[config.mk]
export PLATFORM = sky130hd
export DESIGN_NAME = counter_sweep_ctrl
export DESIGN_NICKNAME = d
export VERILOG_FILES = /design/src/rtl/counter_pkg.sv /design/src/rtl/updown_counter_core.sv /design/src/rtl/counter_sweep_ctrl.sv
export SDC_FILE = /design/constraint.sdc
export NUM_CORES = 1
export LEC_CHECK = 0
export ABC_AREA = 1
export CAP_MARGIN = 20
export CORE_ASPECT_RATIO = 0.8
export CORE_MARGIN = 2
export CORE_UTILIZATION = 55
export CTS_CLUSTER_DIAMETER = 100
export DETAILED_ROUTE_END_ITERATION = 10
export DONT_BUFFER_PORTS = 1
export PLACE_DENSITY = 0.84
export SLEW_MARGIN = 20
export SYNTH_ARGS = -nofsm -noshare
export SYNTH_HDL_FRONTEND = slang
export SYNTH_HIERARCHICAL = 1
export SYNTH_SLANG_ARGS = --single-unit
[constraint.sdc]
create_clock -name clk -period 2.1 [get_ports clk]
set_input_delay 0.315 -clock clk [delete_from_list [all_inputs] [get_ports clk]]
set_output_delay 0.315 -clock clk [all_outputs]
set_load 0.01 [all_outputs]
[src/rtl/counter_pkg.sv]
// Shared state encoding and default widths for the sweep sequencer.
// Pure declarations: no latency, no flow control.
package counter_pkg;

  typedef enum logic [1:0] {
    IDLE = 2'd0,
    UP   = 2'd1,
    DOWN = 2'd2,
    DONE = 2'd3
  } sweep_state_t;

  localparam int DEF_WIDTH  = 4;
  localparam int DEF_PASS_W = 4;

endpackage

[src/rtl/updown_counter_core.sv]
// Loadable up/down counter; load wins over en. q updates one edge after the request.
// No backpressure: every request is taken on the next rising edge.
module updown_counter_core #(
  parameter int WIDTH = counter_pkg::DEF_WIDTH
) (
  input  logic             clk,
  input  logic             rst_n,
  input  logic             en,
  input  logic             load,
  input  logic [WIDTH-1:0] load_val,
  input  logic             up_down,
  output logic [WIDTH-1:0] q
);

  always_ff @(posedge clk or negedge rst_n) begin
    if (!rst_n) begin
      q <= '0;
    end else if (load) begin
      q <= load_val;
    end else if (en) begin
      q <= up_down ? q + WIDTH'(1) : q - WIDTH'(1);
    end
  end

endmodule

[src/rtl/counter_sweep_ctrl.sv]
// Sweeps the counter lo->hi->lo for a captured number of passes; start accepted in IDLE, q=lo one edge later.
// pause freezes q and state in UP/DOWN; start is ignored while a sweep or its DONE cycle is in progress.
module counter_sweep_ctrl
  import counter_pkg::*;
#(
  parameter int WIDTH  = DEF_WIDTH,
  parameter int PASS_W = DEF_PASS_W
) (
  input  logic              clk,
  input  logic              rst_n,
  input  logic              start,
  input  logic              pause,
  input  logic [WIDTH-1:0]  lo,
  input  logic [WIDTH-1:0]  hi,
  input  logic [PASS_W-1:0] passes,
  output logic [WIDTH-1:0]  q,
  output logic              up_down,
  output logic              busy,
  output logic              done,
  output logic              err
);

  sweep_state_t      state;
  logic [WIDTH-1:0]  lo_r;
  logic [WIDTH-1:0]  hi_r;
  logic [PASS_W-1:0] passes_r;
  logic [PASS_W-1:0] pass_cnt;

  logic cfg_ok;
  logic last_pass;
  logic ctr_load;
  logic ctr_en;
  logic ctr_dir;

  assign cfg_ok    = (lo < hi) && (passes != '0);
  assign last_pass = (pass_cnt == passes_r - PASS_W'(1));

  // Counter direction is decided from the live q, since the turnaround step at
  // a bound happens on the same edge the registered up_down flips.
  always_comb begin
    ctr_load = 1'b0;
    ctr_en   = 1'b0;
    ctr_dir  = 1'b1;
    case (state)
      IDLE: ctr_load = start && cfg_ok;
      UP: begin
        if (!pause) begin
          ctr_en  = 1'b1;
          ctr_dir = (q != hi_r);
        end
      end
      DOWN: begin
        if (!pause) begin
          if (q != lo_r) begin
            ctr_en  = 1'b1;
            ctr_dir = 1'b0;
          end else if (!last_pass) begin
            ctr_en  = 1'b1;
            ctr_dir = 1'b1;
          end
        end
      end
      default: ;
    endcase
  end

  updown_counter_core #(.WIDTH(WIDTH)) u_core (
    .clk      (clk),
    .rst_n    (rst_n),
    .en       (ctr_en),
    .load     (ctr_load),
    .load_val (lo),
    .up_down  (ctr_dir),
    .q        (q)
  );

  always_ff @(posedge clk or negedge rst_n) begin
    if (!rst_n) begin
      state    <= IDLE;
      lo_r     <= '0;
      hi_r     <= '0;
      passes_r <= '0;
      pass_cnt <= '0;
      up_down  <= 1'b1;
      busy     <= 1'b0;
      done     <= 1'b0;
      err      <= 1'b0;
    end else begin
      done <= 1'b0;
      err  <= 1'b0;
      case (state)
        IDLE: begin
          if (start && cfg_ok) begin
            lo_r     <= lo;
            hi_r     <= hi;
            passes_r <= passes;
            pass_cnt <= '0;
            state    <= UP;
            busy     <= 1'b1;
            up_down  <= 1'b1;
          end else if (start) begin
            err <= 1'b1;
          end
        end
        UP: begin
          if (!pause && q == hi_r) begin
            state   <= DOWN;
            up_down <= 1'b0;
          end
        end
        DOWN: begin
          if (!pause && q == lo_r) begin
            up_down <= 1'b1;
            if (last_pass) begin
              state <= DONE;
              busy  <= 1'b0;
              done  <= 1'b1;
            end else begin
              pass_cnt <= pass_cnt + PASS_W'(1);
              state    <= UP;
            end
          end
        end
        default: begin
          state <= IDLE;
        end
      endcase
    end
  end

endmodule
[Word-level counts from Yosys, hierarchy flattened]
Index checks and enable logic that the tools add are counted.
Storage, ports and cells
  register bits after elaboration: 26
  output and inout port bits: 8
Operators by class
  $add $sub $neg: 4
  order comparisons: 1
  eq/ne operators: 12
  muxes and demuxes: 35
  reductions and logical operators: 15
Operators by type and width (count)
  4-bit two-way mux: 6
  1-bit two-way mux: 19
  4-bit equality test: 3
  4-bit AND reduction: 3
  2-bit != test (second input constant): 5
  4-bit by 1-bit adder with 4-bit output (second input constant): 2
  2-bit two-way mux: 4
  4-bit != test: 2
  4-bit one-hot mux with 2 select lines: 1
  4-bit by 1-bit subtractor with 4-bit output (second input constant): 2
  1-bit one-hot mux with 2 select lines: 3
  2-bit one-hot mux with 3 select lines: 1
  1-bit logical AND: 4
  4-bit less-than comparator: 1
  2-bit nonzero test: 2
  4-bit nonzero test: 1
  1-bit one-hot mux with 3 select lines: 1
  3-bit AND reduction: 1
  3-bit nonzero test: 1
  2-bit by 1-bit equality test with 1-bit output (second input constant): 1
  2-bit equality test (second input constant): 1
  2-bit zero test: 1
  2-bit AND reduction: 1
  1-bit zero test: 1

[Longest topological paths before layout]
  depth in word-level cells: 8
  mapped depth: 15
  depth with buffers taken out: 15

[By module]
Netlist, hierarchy kept.
By module, submodules not included
  counter_sweep_ctrl: times used 1, cells an instance 214, area an instance 1498.9 um2, sequential area each 551.8 um2
  updown_counter_core: times used 1, cells an instance 37, area an instance 291.5 um2, sequential area each 100.1 um2

[Worst setup path before layout]
OpenSTA, ideal clock, no wires.
  kind: register to register
  start: register state[0]
  end: register u_core.q[3]
  setup time: 0.121 ns
  arrival: 1.938 ns
  data required time: 1.979 ns
  path slack: 0.041 ns
  stages on the path, launching flop included: 12
  cell sequence: dfrtp_1 -> inv_1 -> ha_1 -> inv_1 -> o2111ai_1 -> inv_1 -> ha_1 -> or2_1 -> nand2_1 -> nand2_1 -> nand3_1 -> nand2_1
On the way
  word-level cells in the longest chain between the ends: 5
  elaborated cells on any way between the ends: 10
Ends and longest elaborated chain
  start, declared: RTL line counter_sweep_ctrl.sv:23  | sweep_state_t state;
  start signal, assigned: RTL line counter_sweep_ctrl.sv:79  | state <= IDLE;
  start signal, assigned: RTL line counter_sweep_ctrl.sv:98  | state <= UP;
  start signal, assigned: RTL line counter_sweep_ctrl.sv:107  | state <= DOWN;
  2-bit equality test / 2-bit by 1-bit equality test with 1-bit output (equally long branches): RTL line counter_sweep_ctrl.sv:44  | case (state)
  1-bit one-hot mux with 2 select lines *: RTL line counter_sweep_ctrl.sv:44
  net ctr_dir: RTL line counter_sweep_ctrl.sv:33  | logic ctr_dir;
  4-bit two-way mux *: RTL line updown_counter_core.sv:21  | q <= up_down ? q + WIDTH'(1) : q - WIDTH'(1);
  4-bit two-way mux *: RTL line updown_counter_core.sv:20  | end else if (en) begin
  4-bit two-way mux *: RTL line updown_counter_core.sv:18  | end else if (load) begin
  end signal, assigned: RTL line updown_counter_core.sv:19  | q <= load_val;
  end signal, assigned: RTL line updown_counter_core.sv:21
  end, declared: RTL line updown_counter_core.sv:12  | output logic [WIDTH-1:0] q
The timed path passes the listed nets; every way through them passes the cells marked *. The select of a mux whose other input is x is not followed.
A chain may end at the register's enable or synchronous reset.

[Worst setup path after layout]
  start: register u_core.q[0]
  end: register u_core.q[3]
On the way
  word-level cells in the longest chain between the ends: 7
  elaborated cells on any way between the ends: 15
Ends and longest elaborated chain
  4-bit != test: RTL line counter_sweep_ctrl.sv:54  | if (q != lo_r) begin
  1-bit two-way mux: RTL line counter_sweep_ctrl.sv:54
  1-bit two-way mux: RTL line counter_sweep_ctrl.sv:53  | if (!pause) begin
  1-bit one-hot mux with 2 select lines *: RTL line counter_sweep_ctrl.sv:44
  net ctr_dir: RTL line counter_sweep_ctrl.sv:33
  4-bit two-way mux *: RTL line updown_counter_core.sv:21
  4-bit two-way mux *: RTL line updown_counter_core.sv:20
  4-bit two-way mux *: RTL line updown_counter_core.sv:18
Marked as above.

==> summary.md <==
| Metric | Value |
|---|---|
| Global-route wire length before repair | 6.37 mm |
| HPWL after DPL | 2.97 mm |
| Crit Path Class | flop to flop |
| FILL cells | 267 |
| Initial core utilization | 57.6% |
| Reg2reg setup slack | 0.07 ns |
| Worst slew margin | 83.6% |
| Final Core Density | 64.7% |
| DRC | 0 |
| Crit Reg-Reg Startpoint | u_core/q[0] |
| Via count | 1,526 |
| Outcome | complete, no violations |
| Worst r2r path cells | 13 |
| 1st-pass router iterations | 4 |
| Synth-to-layout area growth | 12.3% |
| Final setup margin | 0.0747 ns |
| Skew final | 0.00153 ns |
| Yosys warns | 6 |
| Sequential power share | 31.3% |
| Routed len/inst | 13.1 um |
| Synth cell count leaders | 97 x nand2_1, 37 x inv_1, 25 x dfrtp_1 |
| Largest net degree at the start of global routing | 27 |
| Hold worst-path end | passes_r[3] |
| Slew Limit Fails | 0 |
| Num CTS Buffers | 3 |
| Register bit count reported by yosys | 26 |
| Crit path capture type | flop |
| Combinational Power Share | 58.2% |
| Die area | 3730 sq um |
| Layout cells sized above 1 | 16.2% |
| Fin nets | 295 |
| Die W | 67.8 um |
| GP Congestion | 0.885 |
| Worst skew pair latency | 0.27 ns |
| Fin crit period | 2.03 ns |
| Yosys top cell by area | dfrtp_1 |
| P_sw | 1.34 mW |
| Ys async rst share | 100% |
| Achievable frequency | 494 MHz |
| Worst Path Required | 2.26 ns |
| # diodes | 0 |
| EDFF count, synth | 0 |
| Total grt overflow | 0 |
| Pint | 1.48 mW |
| Clk pwr share | 10.5% |
| Mean Syn Cell Area | 7.13 sq um |
| Final setup violation count | 0 |
| Syn nets | 279 |
| Startpoint Class | flop |
| Final Non-Filler Cells | 306 |
| Number of DRC markers in iteration 0 | 76 |
| Vias in the first global route | 1,386 |
| CTS HTree Levels | 1 |
| Synth area leaders | dfrtp_1 35%, nand2_1 20%, inv_1 7.8%, ha_1 7.7%, o21ai_0 3.4% |
| Row count | 18 |
| Initial antenna violation count | 0 |
| Max Cap Viol | 0 |
| Gr usage total | 23.7% |
| Reg clk slew, reported paths | 0.09 ns |
| Seq/Total Area, Yosys | 36.4% |
| CTS Sinks | 26 |
| Worst-case clock buffer depth | 2 |
| Core Region | 3110 sq um |
| Netlist cell types | 29 |
| Hold path start | passes[3] |
| Synth top area share | 34.9% |
| CTS tree | yes |
| VDD IR max | 0.814 mV |
| I/O Pins | 24 |
| Post-synthesis cell count | 251 |
| R2R Path End | u_core/q[3] |
| Post-route clock period utilization | 96.4% |
| IO Port Bufs | 0 |
| Final Total Pwr | 2.82 mW |
| DRT Wirelength | 4.02 mm |
| Leakage | 1.09 nW |
| Routed Antenna Nets | 0 |
| Final Hold Viols | 0 |
| Top FF cell, synth | dfrtp_1 |
| Hold-critical path depth | 2 |
| RSZ-0062 raised after global routing | yes |
| Arr. time, crit path | 2.19 ns |
| Pwr Density | 1400 nW/um^2 |
| Measured slew at the worst slew-check pin | 0.246 ns |
| Switching part of the total | 47.6% |
| Fin Setup TNS | 0 ns |
| Clock root buffer master | clkbuf_8 |
| Most numerous cell in the Yosys netlist | nand2_1 |
| Placed cells | 299 |
| Dpl ws | 0.0466 ns |
| CP max FO | 5 |
| Die height | 55.0 um |
| Synth Cell Area | 1790 sq um |
| Hold crit path type | input port to flop |
| Via density | 4.99 |
-- through the flow --
stage / hold slack [ns] / instance area (sq um)
3_5_place_dp: 0.0199 / 1900
4_1_cts: 0.153 / 1980
2_1_floorplan: 0.0194 / 1790
6_report: 0.156 / 2010
3_3_place_gp: 0.0199 / 1900
5_1_grt: 0.148 / 2010
-- kinds of logic (layout without fill, tap and decap cells) --
group                      Yosys count  after routing  synth area share [%]
xor gates and xnor gates             6              6                  2.93
buffers and inverters               43             58                  9.43
and+or+nand+nor                    137            137                  32.9
DFF                                 26             26                  36.4
adders and majority gates           12             12                  8.80
AOI/OAI and AO/OA                   27             27                  9.50
-- cell usage in the layout, fill, tap and decap left out, types with 5 or more instances in the layout --
cell type  instances
buf_4             11
nand2_1           95
nor2_1            15
o21ai_0           12
ha_1              10
nand2_2            7
dfrtp_1           24
inv_2              5
nand3_1            9
inv_1             35
-- worst max-delay path, cell delays in order, from the launching register on --
cell and delay [ns]:
dfrtp_1 0.43, inv_2 0.06, nand2_1 0.06, nand2_1 0.06
nor2_2 0.17, nand2_1 0.11, o2111ai_2 0.24, inv_2 0.11
ha_4 0.23, or2_4 0.25, nand2_2 0.06, nand2_1 0.05
nand3_1 0.06, nand2_1 0.05
-- worst max-delay path by stage --
stage           startpoint          end  slack (ns)
3_3_place_gp   u_core/q[3]  u_core/q[3]        0.13
2_1_floorplan     state[0]  u_core/q[3]        0.04
3_5_place_dp   u_core/q[3]  u_core/q[3]        0.05
6_report       u_core/q[0]  u_core/q[3]        0.07
4_1_cts        u_core/q[3]  u_core/q[3]        0.01
5_1_grt        u_core/q[0]  u_core/q[3]       -0.05
-- power groups by stage --
stage | registers, mW | logic (mW) | clock network, mW
5_1_grt | 0.915 | 1.84 | 0.326
2_1_floorplan | 0.897 | 1.12 | 0
4_1_cts | 0.881 | 1.55 | 0.298
3_5_place_dp | 0.889 | 1.52 | 0
3_3_place_gp | 0.879 | 1.48 | 0
6_report | 0.885 | 1.64 | 0.296
-- what timing repair did --
action | 4_1_cts | 5_1_grt
setup buffers | 0 | 1
endpoints found under the setup margin | 0 | 2
hold endpoints to repair | 26 | 0
resized for setup | 0 | 8
hold buffers | 2 | 0
-- sequential cells by signal (all words and copies together), names as in the netlist --
| register | flops |
|---|---|
| busy | 1 |
| done | 1 |
| err | 1 |
| hi_r | 4 |
| lo_r | 4 |
| pass_cnt | 4 |
| passes_r | 4 |
| state | 2 |
| u_core/q | 4 |
| up_down | 1 |
-- metal layers --
layer | routed length [um] | global-route usage (%)
met1 | 2020 | 33.2
met2 | 1800 | 38.1
met3 | 181 | 5.87
met4 | 21 | 4.00
met5 | 0 | 0
-- final cells by class --
cell class                      instances  area (sq um)  area share (%)
Tap cell                               40          50.0            2.49
Inverter                               41           154            7.65
Clock buffer                            4          45.0            2.24
Timing Repair Buffer                   13           113            5.60
Sequential cell                        26           653            32.5
Multi-Input combinational cell        182           996            49.5
(Power assumes the default switching activity.)
